## src/rtl/fcore_pipelined_logic_unit_if.sv

```systemverilog
// Valid/ready stream bundle used on every port of the fCore logic unit.
// The slave side drives ready; the master side drives valid, data and user.
interface axi_stream #(
  parameter int DATA_WIDTH = 32,
  parameter int USER_WIDTH = 8
);
  logic                  valid;
  logic                  ready;
  logic [DATA_WIDTH-1:0] data;
  logic [USER_WIDTH-1:0] user;

  modport master (
    output valid,
    output data,
    output user,
    input  ready
  );

  modport slave (
    input  valid,
    input  data,
    input  user,
    output ready
  );
endinterface

```

## src/rtl/fcore_pipelined_logic_unit.sv

```systemverilog
// Pipelined bitwise/shift execution unit for the fCore datapath.
// Stage 1 decodes and computes; later stages only delay {valid, data, user}.
module fcore_pipelined_logic_unit #(
  parameter int DATA_WIDTH     = 32,
  parameter int USER_WIDTH     = 8,
  parameter int OPCODE_WIDTH   = 4,
  parameter int PIPELINE_DEPTH = 2
) (
  input  logic     clock,
  input  logic     reset,
  axi_stream.slave operand_a,
  axi_stream.slave operand_b,
  axi_stream.slave operand_c,
  axi_stream.slave operation,
  axi_stream.master result,
  output logic     illegal_opcode
);

  if (PIPELINE_DEPTH < 1 || PIPELINE_DEPTH > 4) begin : g_bad_depth
    $error("PIPELINE_DEPTH must be in 1..4");
  end

  localparam int SHW  = $clog2(DATA_WIDTH);
  localparam int LAST = PIPELINE_DEPTH - 1;

  typedef logic [OPCODE_WIDTH-1:0] op_t;

  localparam op_t OP_AND = op_t'(0);
  localparam op_t OP_OR  = op_t'(1);
  localparam op_t OP_NOT = op_t'(2);
  localparam op_t OP_SHL = op_t'(3);
  localparam op_t OP_SHR = op_t'(4);
  localparam op_t OP_SRA = op_t'(5);
  localparam op_t OP_XOR = op_t'(6);
  localparam op_t OP_SEL = op_t'(7);

  logic [PIPELINE_DEPTH-1:0] vld_q, vld_d;
  logic [DATA_WIDTH-1:0]     data_q [PIPELINE_DEPTH];
  logic [DATA_WIDTH-1:0]     data_d [PIPELINE_DEPTH];
  logic [USER_WIDTH-1:0]     user_q [PIPELINE_DEPTH];
  logic [USER_WIDTH-1:0]     user_d [PIPELINE_DEPTH];
  logic                      ill_q, ill_d;

  logic                         stall;
  logic                         issue_ready;
  logic                         accept;
  logic                         legal;
  logic [DATA_WIDTH-1:0]        res;
  logic [DATA_WIDTH-1:0]        a, b, c;
  logic signed [DATA_WIDTH-1:0] a_s;
  logic [SHW-1:0]               sh;
  op_t                          opc;

  logic unused_ok;
  assign unused_ok = ^{operand_b.valid, operand_c.valid,
                       operation.valid, operand_b.user,
                       operand_c.user, operation.user};

  // Shift amount uses only the low log2(width) bits of b.
  always_comb begin
    a     = operand_a.data;
    b     = operand_b.data;
    c     = operand_c.data;
    a_s   = operand_a.data;
    sh    = operand_b.data[SHW-1:0];
    opc   = operation.data;
    legal = 1'b1;
    res   = '0;
    unique case (1'b1)
      (opc == OP_AND): res = a & b;
      (opc == OP_OR):  res = a | b;
      (opc == OP_NOT): res = ~a;
      (opc == OP_SHL): res = a << sh;
      (opc == OP_SHR): res = a >> sh;
      (opc == OP_SRA): res = a_s >>> sh;
      (opc == OP_XOR): res = a ^ b;
      (opc == OP_SEL): res = (a & c) | (b & ~c);
      default:         legal = 1'b0;
    endcase
  end

  always_comb begin
    stall       = vld_q[LAST] && !result.ready;
    issue_ready = !reset && !stall;
    accept      = operand_a.valid && issue_ready;
    vld_d       = vld_q;
    data_d      = data_q;
    user_d      = user_q;
    // The whole pipe moves together; no bubble collapsing.
    if (!stall) begin
      vld_d[0]  = accept && legal;
      data_d[0] = res;
      user_d[0] = operand_a.user;
      for (int i = 1; i < PIPELINE_DEPTH; i++) begin
        vld_d[i]  = vld_q[i-1];
        data_d[i] = data_q[i-1];
        user_d[i] = user_q[i-1];
      end
    end
    ill_d = accept && !legal;
  end

  always_ff @(posedge clock) begin
    if (reset) begin
      vld_q <= '0;
      ill_q <= 1'b0;
      for (int i = 0; i < PIPELINE_DEPTH; i++) begin
        data_q[i] <= '0;
        user_q[i] <= '0;
      end
    end else begin
      vld_q  <= vld_d;
      ill_q  <= ill_d;
      data_q <= data_d;
      user_q <= user_d;
    end
  end

  assign operand_a.ready = issue_ready;
  assign operand_b.ready = issue_ready;
  assign operand_c.ready = issue_ready;
  assign operation.ready = issue_ready;

  assign result.valid = vld_q[LAST];
  assign result.data  = vld_q[LAST] ? data_q[LAST] : '0;
  assign result.user  = vld_q[LAST] ? user_q[LAST] : '0;

  assign illegal_opcode = ill_q;

endmodule
```

## src/flat_wrapper.sv

```systemverilog
// flat-port wrapper written by rule: the top's interface ports become plain ports
module fcore_pipelined_logic_unit_flat 
#(
  parameter int DATA_WIDTH     = 32,
  parameter int USER_WIDTH     = 8,
  parameter int OPCODE_WIDTH   = 4,
  parameter int PIPELINE_DEPTH = 2
)
  (clock, reset, illegal_opcode, operand_a_valid, operand_a_data, operand_a_user, operand_a_ready, operand_b_valid, operand_b_data, operand_b_user, operand_b_ready, operand_c_valid, operand_c_data, operand_c_user, operand_c_ready, operation_valid, operation_data, operation_user, operation_ready, result_valid, result_data, result_user, result_ready);
  axi_stream #(.DATA_WIDTH(DATA_WIDTH), .USER_WIDTH(USER_WIDTH)) operand_a_i ();
  axi_stream #(.DATA_WIDTH(DATA_WIDTH), .USER_WIDTH(USER_WIDTH)) operand_b_i ();
  axi_stream #(.DATA_WIDTH(DATA_WIDTH), .USER_WIDTH(USER_WIDTH)) operand_c_i ();
  axi_stream #(.DATA_WIDTH(DATA_WIDTH), .USER_WIDTH(USER_WIDTH)) operation_i ();
  axi_stream #(.DATA_WIDTH(DATA_WIDTH), .USER_WIDTH(USER_WIDTH)) result_i ();
  input  logic clock;
  input  logic reset;
  output logic illegal_opcode;
  input wire logic [$bits(operand_a_i.valid)-1:0] operand_a_valid;
  input wire logic [$bits(operand_a_i.data)-1:0] operand_a_data;
  input wire logic [$bits(operand_a_i.user)-1:0] operand_a_user;
  output wire logic [$bits(operand_a_i.ready)-1:0] operand_a_ready;
  input wire logic [$bits(operand_b_i.valid)-1:0] operand_b_valid;
  input wire logic [$bits(operand_b_i.data)-1:0] operand_b_data;
  input wire logic [$bits(operand_b_i.user)-1:0] operand_b_user;
  output wire logic [$bits(operand_b_i.ready)-1:0] operand_b_ready;
  input wire logic [$bits(operand_c_i.valid)-1:0] operand_c_valid;
  input wire logic [$bits(operand_c_i.data)-1:0] operand_c_data;
  input wire logic [$bits(operand_c_i.user)-1:0] operand_c_user;
  output wire logic [$bits(operand_c_i.ready)-1:0] operand_c_ready;
  input wire logic [$bits(operation_i.valid)-1:0] operation_valid;
  input wire logic [$bits(operation_i.data)-1:0] operation_data;
  input wire logic [$bits(operation_i.user)-1:0] operation_user;
  output wire logic [$bits(operation_i.ready)-1:0] operation_ready;
  output wire logic [$bits(result_i.valid)-1:0] result_valid;
  output wire logic [$bits(result_i.data)-1:0] result_data;
  output wire logic [$bits(result_i.user)-1:0] result_user;
  input wire logic [$bits(result_i.ready)-1:0] result_ready;
  assign operand_a_i.valid = operand_a_valid;
  assign operand_a_i.data = operand_a_data;
  assign operand_a_i.user = operand_a_user;
  assign operand_a_ready = operand_a_i.ready;
  assign operand_b_i.valid = operand_b_valid;
  assign operand_b_i.data = operand_b_data;
  assign operand_b_i.user = operand_b_user;
  assign operand_b_ready = operand_b_i.ready;
  assign operand_c_i.valid = operand_c_valid;
  assign operand_c_i.data = operand_c_data;
  assign operand_c_i.user = operand_c_user;
  assign operand_c_ready = operand_c_i.ready;
  assign operation_i.valid = operation_valid;
  assign operation_i.data = operation_data;
  assign operation_i.user = operation_user;
  assign operation_ready = operation_i.ready;
  assign result_valid = result_i.valid;
  assign result_data = result_i.data;
  assign result_user = result_i.user;
  assign result_i.ready = result_ready;
  fcore_pipelined_logic_unit #(.DATA_WIDTH(DATA_WIDTH), .USER_WIDTH(USER_WIDTH), .OPCODE_WIDTH(OPCODE_WIDTH), .PIPELINE_DEPTH(PIPELINE_DEPTH)) u_core (.clock(clock), .reset(reset), .operand_a(operand_a_i), .operand_b(operand_b_i), .operand_c(operand_c_i), .operation(operation_i), .result(result_i), .illegal_opcode(illegal_opcode));
endmodule
```

## config.mk

```make
export PLATFORM = sky130hd
export DESIGN_NAME = fcore_pipelined_logic_unit_flat
export DESIGN_NICKNAME = d
export VERILOG_FILES = /design/src/rtl/fcore_pipelined_logic_unit_if.sv /design/src/rtl/fcore_pipelined_logic_unit.sv /design/src/flat_wrapper.sv
export SDC_FILE = /design/constraint.sdc
export NUM_CORES = 1
export LEC_CHECK = 0
export CORE_MARGIN = 2
export CORE_UTILIZATION = 45
export DETAILED_ROUTE_END_ITERATION = 8
export GPL_TIMING_DRIVEN = 0
export PLACE_DENSITY = 0.7
export SLEW_MARGIN = 20
export SYNTH_ARGS = -nofsm -noshare
export SYNTH_HDL_FRONTEND = slang
export SYNTH_SLANG_ARGS = --single-unit
```

## constraint.sdc

```tcl
create_clock -name clock -period 5.54 [get_ports clock]
set_input_delay 0.554 -clock clock [delete_from_list [all_inputs] [get_ports clock]]
set_output_delay 0.554 -clock clock [all_outputs]
set_load 0.02 [all_outputs]
```

==> impl_metrics.tcl <==
set metrics [dict create \
    clock_latency_ps 340 \
    dp.final_hpwl_um 44300 \
    number_of_global_route_vias_before_repair 11900 \
    layout_cells_sized_above_1_pct 7.54 \
    power.leakage_nw 4.76 \
    power_w 0.00207 \
    synth_fp_nets 1586 \
    cts_tree "built" \
    worstReg2RegEnd "u_core.data_q[55]$_SDFFE_PP0N_" \
    yosys_warnings 0 \
    maxCapViolations 0 \
    final_net_count 1753 \
    worst_pin_slew_ps 1270 \
    startpoint_types "input pin" \
    period_needed_ps 4000 \
    syn-instance-count 1353 \
    rows 53 \
    antenna_found_initial 3 \
    finalMaxSlewViolations 0 \
    synth.lib_cells_used.distinct 77 \
    cp_startpoint "operation_data[3]" \
    ant_nets 0 \
    rsz0062_at_grt "false" \
    post_synth.cell_area_avg_um2 7.20 \
    critical_path_cell_count 9 \
    area_growth_from_synthesis_to_final_layout_pct 22.7 \
    reg2reg_slack_ps 2560 \
    clock_tree.htree_level_count 3 \
    finalSetupViolCount 0 \
    die_area_um2 22900 \
    fmax_ghz 0.250 \
    via_count 12600 \
    initial_core_util_pct 46.1 \
    synth.top_cells.by_area "dfxtp_1, mux2i_1, nand2_1" \
    synth.top_cell.area_share_pct 17.0 \
    edff_count_synth 0 \
    first_pass_iters 8 \
    postCtsSetupBuffers 0 \
    async_flop_share_pct 0 \
    chipHeight_um 151 \
    drt_wl_total_um 56800 \
    grt-ovfl-total 0 \
    netlist_area_um2 9750 \
    synth-main-ff-cell "dfxtp_1" \
    crit_path_cell_trace "clkdlybuf4s50_1 -> buf_2 -> nand4b_1 -> clkbuf_1 -> nor2_1 -> a2111oi_1 -> o21ai_1 -> a22oi_1 -> nand2_1" \
    track_usage_pct 49.2 \
    drt-initial-drc-count 2111 \
    required_ps 5760 \
    hold_buffers 0 \
    timing.rr.start "u_core.vld_q[1]$_SDFFE_PP0N_" \
    netlist.top_cell.by_area "dfxtp_1" \
    result_of_the_run "finished clean" \
    critPathBufInv 3 \
    pwr_per_cell_area_nw_per_um2 173 \
    seq_area_frac_synth_pct 17.0 \
    path_delay_family "buffers and inverters" \
    clock_sink_count 83 \
    floorplan.io_pins 213 \
    r2r_cells 6 \
    wire_length_of_the_first_global_routing_pass_um 80100 \
    core_area_um2 21200 \
    tritoncts.num_buffers 9 \
    total_of_buffers_placed_on_input_and_output_ports 156 \
    drt-vias-per-instance 6.98 \
    skew_ps 10.2 \
    die_width_um 151 \
    finalHoldViolations 0 \
    cp_data_arrival_time_ps 4230 \
    drc 0 \
    min_period_over_period_pct 72.3 \
    worst_setup_hold_path_clk_slew_ps 70 \
    highest_net_fanout_along_the_worst_path 10 \
    maxSlewHeadroom_pct 14.8 \
    worstSetupPathType "input pin to flip-flop" \
    clk_root_buffer_cell "clkbuf_16" \
    cp-endpoint "u_core.data_q[32]$_SDFFE_PP0N_" \
    detail_route.wl_per_cell_um 31.5 \
    setup_tns_ps 0 \
    ys_ff_latch 83 \
    endpoint_kind "flip-flop" \
    max-vdd-ir-drop_mv 0.132 \
    slowest_stage "a2111oi_1" \
    max_stage_delay_ps 1120 \
    path_class_of_the_lowest_slack_min_delay_path "flip-flop to flip-flop" \
    gp_congestion 1.15 \
    clockBufferDepth 2 \
    post_cts.resized_instances 0 \
    grt_start_max_net_pins 17 \
]
## metrics by stage
stage | hold slack [ps] | setup WS (ps) | std cells | util (%) | cell area, um2
after detailed placement | 442 | 1520 | 1784 | 55.1 | 11700
after global routing | 471 | 1650 | 1801 | 56.6 | 12000
after floorplan | 427 | 3220 | 1353 | - | 9750
final | 448 | 1540 | 1801 | 56.6 | 12000
after global placement | 433 | 1540 | 1784 | 55.1 | 11700
after CTS | 450 | 1880 | 1800 | 56.5 | 11900
## where the power goes
group / total, W / switching (W) / internal, W
Clock: 0.000589 / 0.000276 / 0.000313
Sequential: 0.000638 / 0.0000186 / 0.000620
Combinational: 0.000846 / 0.000551 / 0.000295
## sequential cells by signal (all words and copies together), names as in the netlist
name	count
u_core.data_q	64
u_core.user_q	16
u_core.vld_q	2
u_core.illegal_opcode	1
## cell usage after synthesis, types with 4 or more instances
master and count:
a2111oi_0 7, ha_1 66, o221ai_1 9, mux4_2 26
a22oi_1 11, o2111ai_1 5, mux2_2 17, mux2_1 9
inv_1 65, a221o_1 8, buf_4 8, o211a_1 4
nor4_1 8, or3_1 4, dfxtp_1 83, nand2b_1 10
and2_1 44, o21ai_1 17, buf_1 11, buf_6 4
a221oi_1 8, a21oi_1 115, and3_1 5, o211ai_1 33
nor3_1 24, a31oi_1 10, nor2b_1 5, nor2_1 115
o22ai_1 36, nand3_1 20, buf_2 29, clkbuf_1 77
o21ai_0 60, a211oi_1 19, nand2_1 223, mux2i_1 92
## placed cells by master (no fill, tap or decap), types with 4 or more instances in the layout
cell / Yosys / routed
nand3_1: 20 / 20
buf_1: 11 / 11
clkbuf_16: 0 / 9
mux2_1: 9 / 9
a2111oi_0: 7 / 5
clkbuf_1: 77 / 77
dfxtp_1: 83 / 83
o21ai_1: 17 / 17
nor3_1: 24 / 22
a211oi_1: 19 / 19
or3_1: 4 / 4
inv_1: 65 / 65
mux2i_1: 92 / 92
nand2b_1: 10 / 10
buf_6: 4 / 4
and3_1: 5 / 5
nor2b_1: 5 / 5
buf_4: 8 / 8
mux2_2: 17 / 17
nor2_1: 115 / 115
a31oi_1: 10 / 10
nand2_1: 223 / 223
o221ai_1: 9 / 9
buf_2: 29 / 29
a21oi_1: 115 / 115
and2_1: 44 / 44
o21ai_0: 60 / 60
o22ai_1: 36 / 36
a221oi_1: 8 / 8
nor4_1: 8 / 8
mux4_2: 26 / 26
clkdlybuf4s50_1: 0 / 156
o211ai_1: 33 / 33
a22oi_1: 11 / 11
o211a_1: 4 / 4
o2111ai_1: 5 / 5
a221o_1: 8 / 8
ha_1: 66 / 66
## how the worst min path moves through the flow
stage	from	endpoint	slack, ps	cells after the start
2_1_floorplan	u_core.data_q[0]$_SDFFE_PP0N_	u_core.data_q[0]$_SDFFE_PP0N_	430	2
3_3_place_gp	u_core.user_q[3]$_SDFFE_PP0N_	u_core.user_q[3]$_SDFFE_PP0N_	430	2
6_report	u_core.data_q[19]$_SDFFE_PP0N_	u_core.data_q[19]$_SDFFE_PP0N_	450	2
4_1_cts	u_core.data_q[29]$_SDFFE_PP0N_	u_core.data_q[29]$_SDFFE_PP0N_	450	2
5_1_grt	u_core.data_q[27]$_SDFFE_PP0N_	u_core.data_q[27]$_SDFFE_PP0N_	470	2
3_5_place_dp	u_core.user_q[0]$_SDFFE_PP0N_	u_core.user_q[0]$_SDFFE_PP0N_	440	2
## layout make-up
type,count,area (um2)
well taps,275,344
multi-input cells,1071,7260
clock buffers,9,225
repair buffers,156,1560
fillers,1974,9190
flip-flops and latches,83,1660
plain buffers,129,581
diodes,1,2.50
inverters,70,263
clock inverters,7,60.1
## routing by layer
layer  global-route usage [%]  up-vias  part of all wire, %
li1                         -     5210                    -
met3                     17.0      313                   15
met2                     73.8     1139                   41
met5                        0        -                 0.10
met1                     58.8     5899                   35
met4                     34.7        4                  8.9
## worst register-to-register path: cells and delay by family (launching register included)
kind	cells	cell delay (ps)
DFF	1	400
and+or+nand+nor	3	1320
buffers and inverters	2	900
AOI/OAI and AO/OA	1	300
## logic make-up (layout without fill, tap and decap cells)
kind of cell,Yosys count,in the layout,share of synthesized area [%]
AO/OA/AOI/OAI,380,380,25.1
AND/OR/NAND/NOR,479,479,22.0
other,0,1,0
buffers and inverters,199,371,8.65
multiplexers,146,146,18.8
adder cells (fa/ha/maj),66,66,8.47
flip-flops,83,83,17.0
Note: power is estimated with default switching activity, not from simulation.
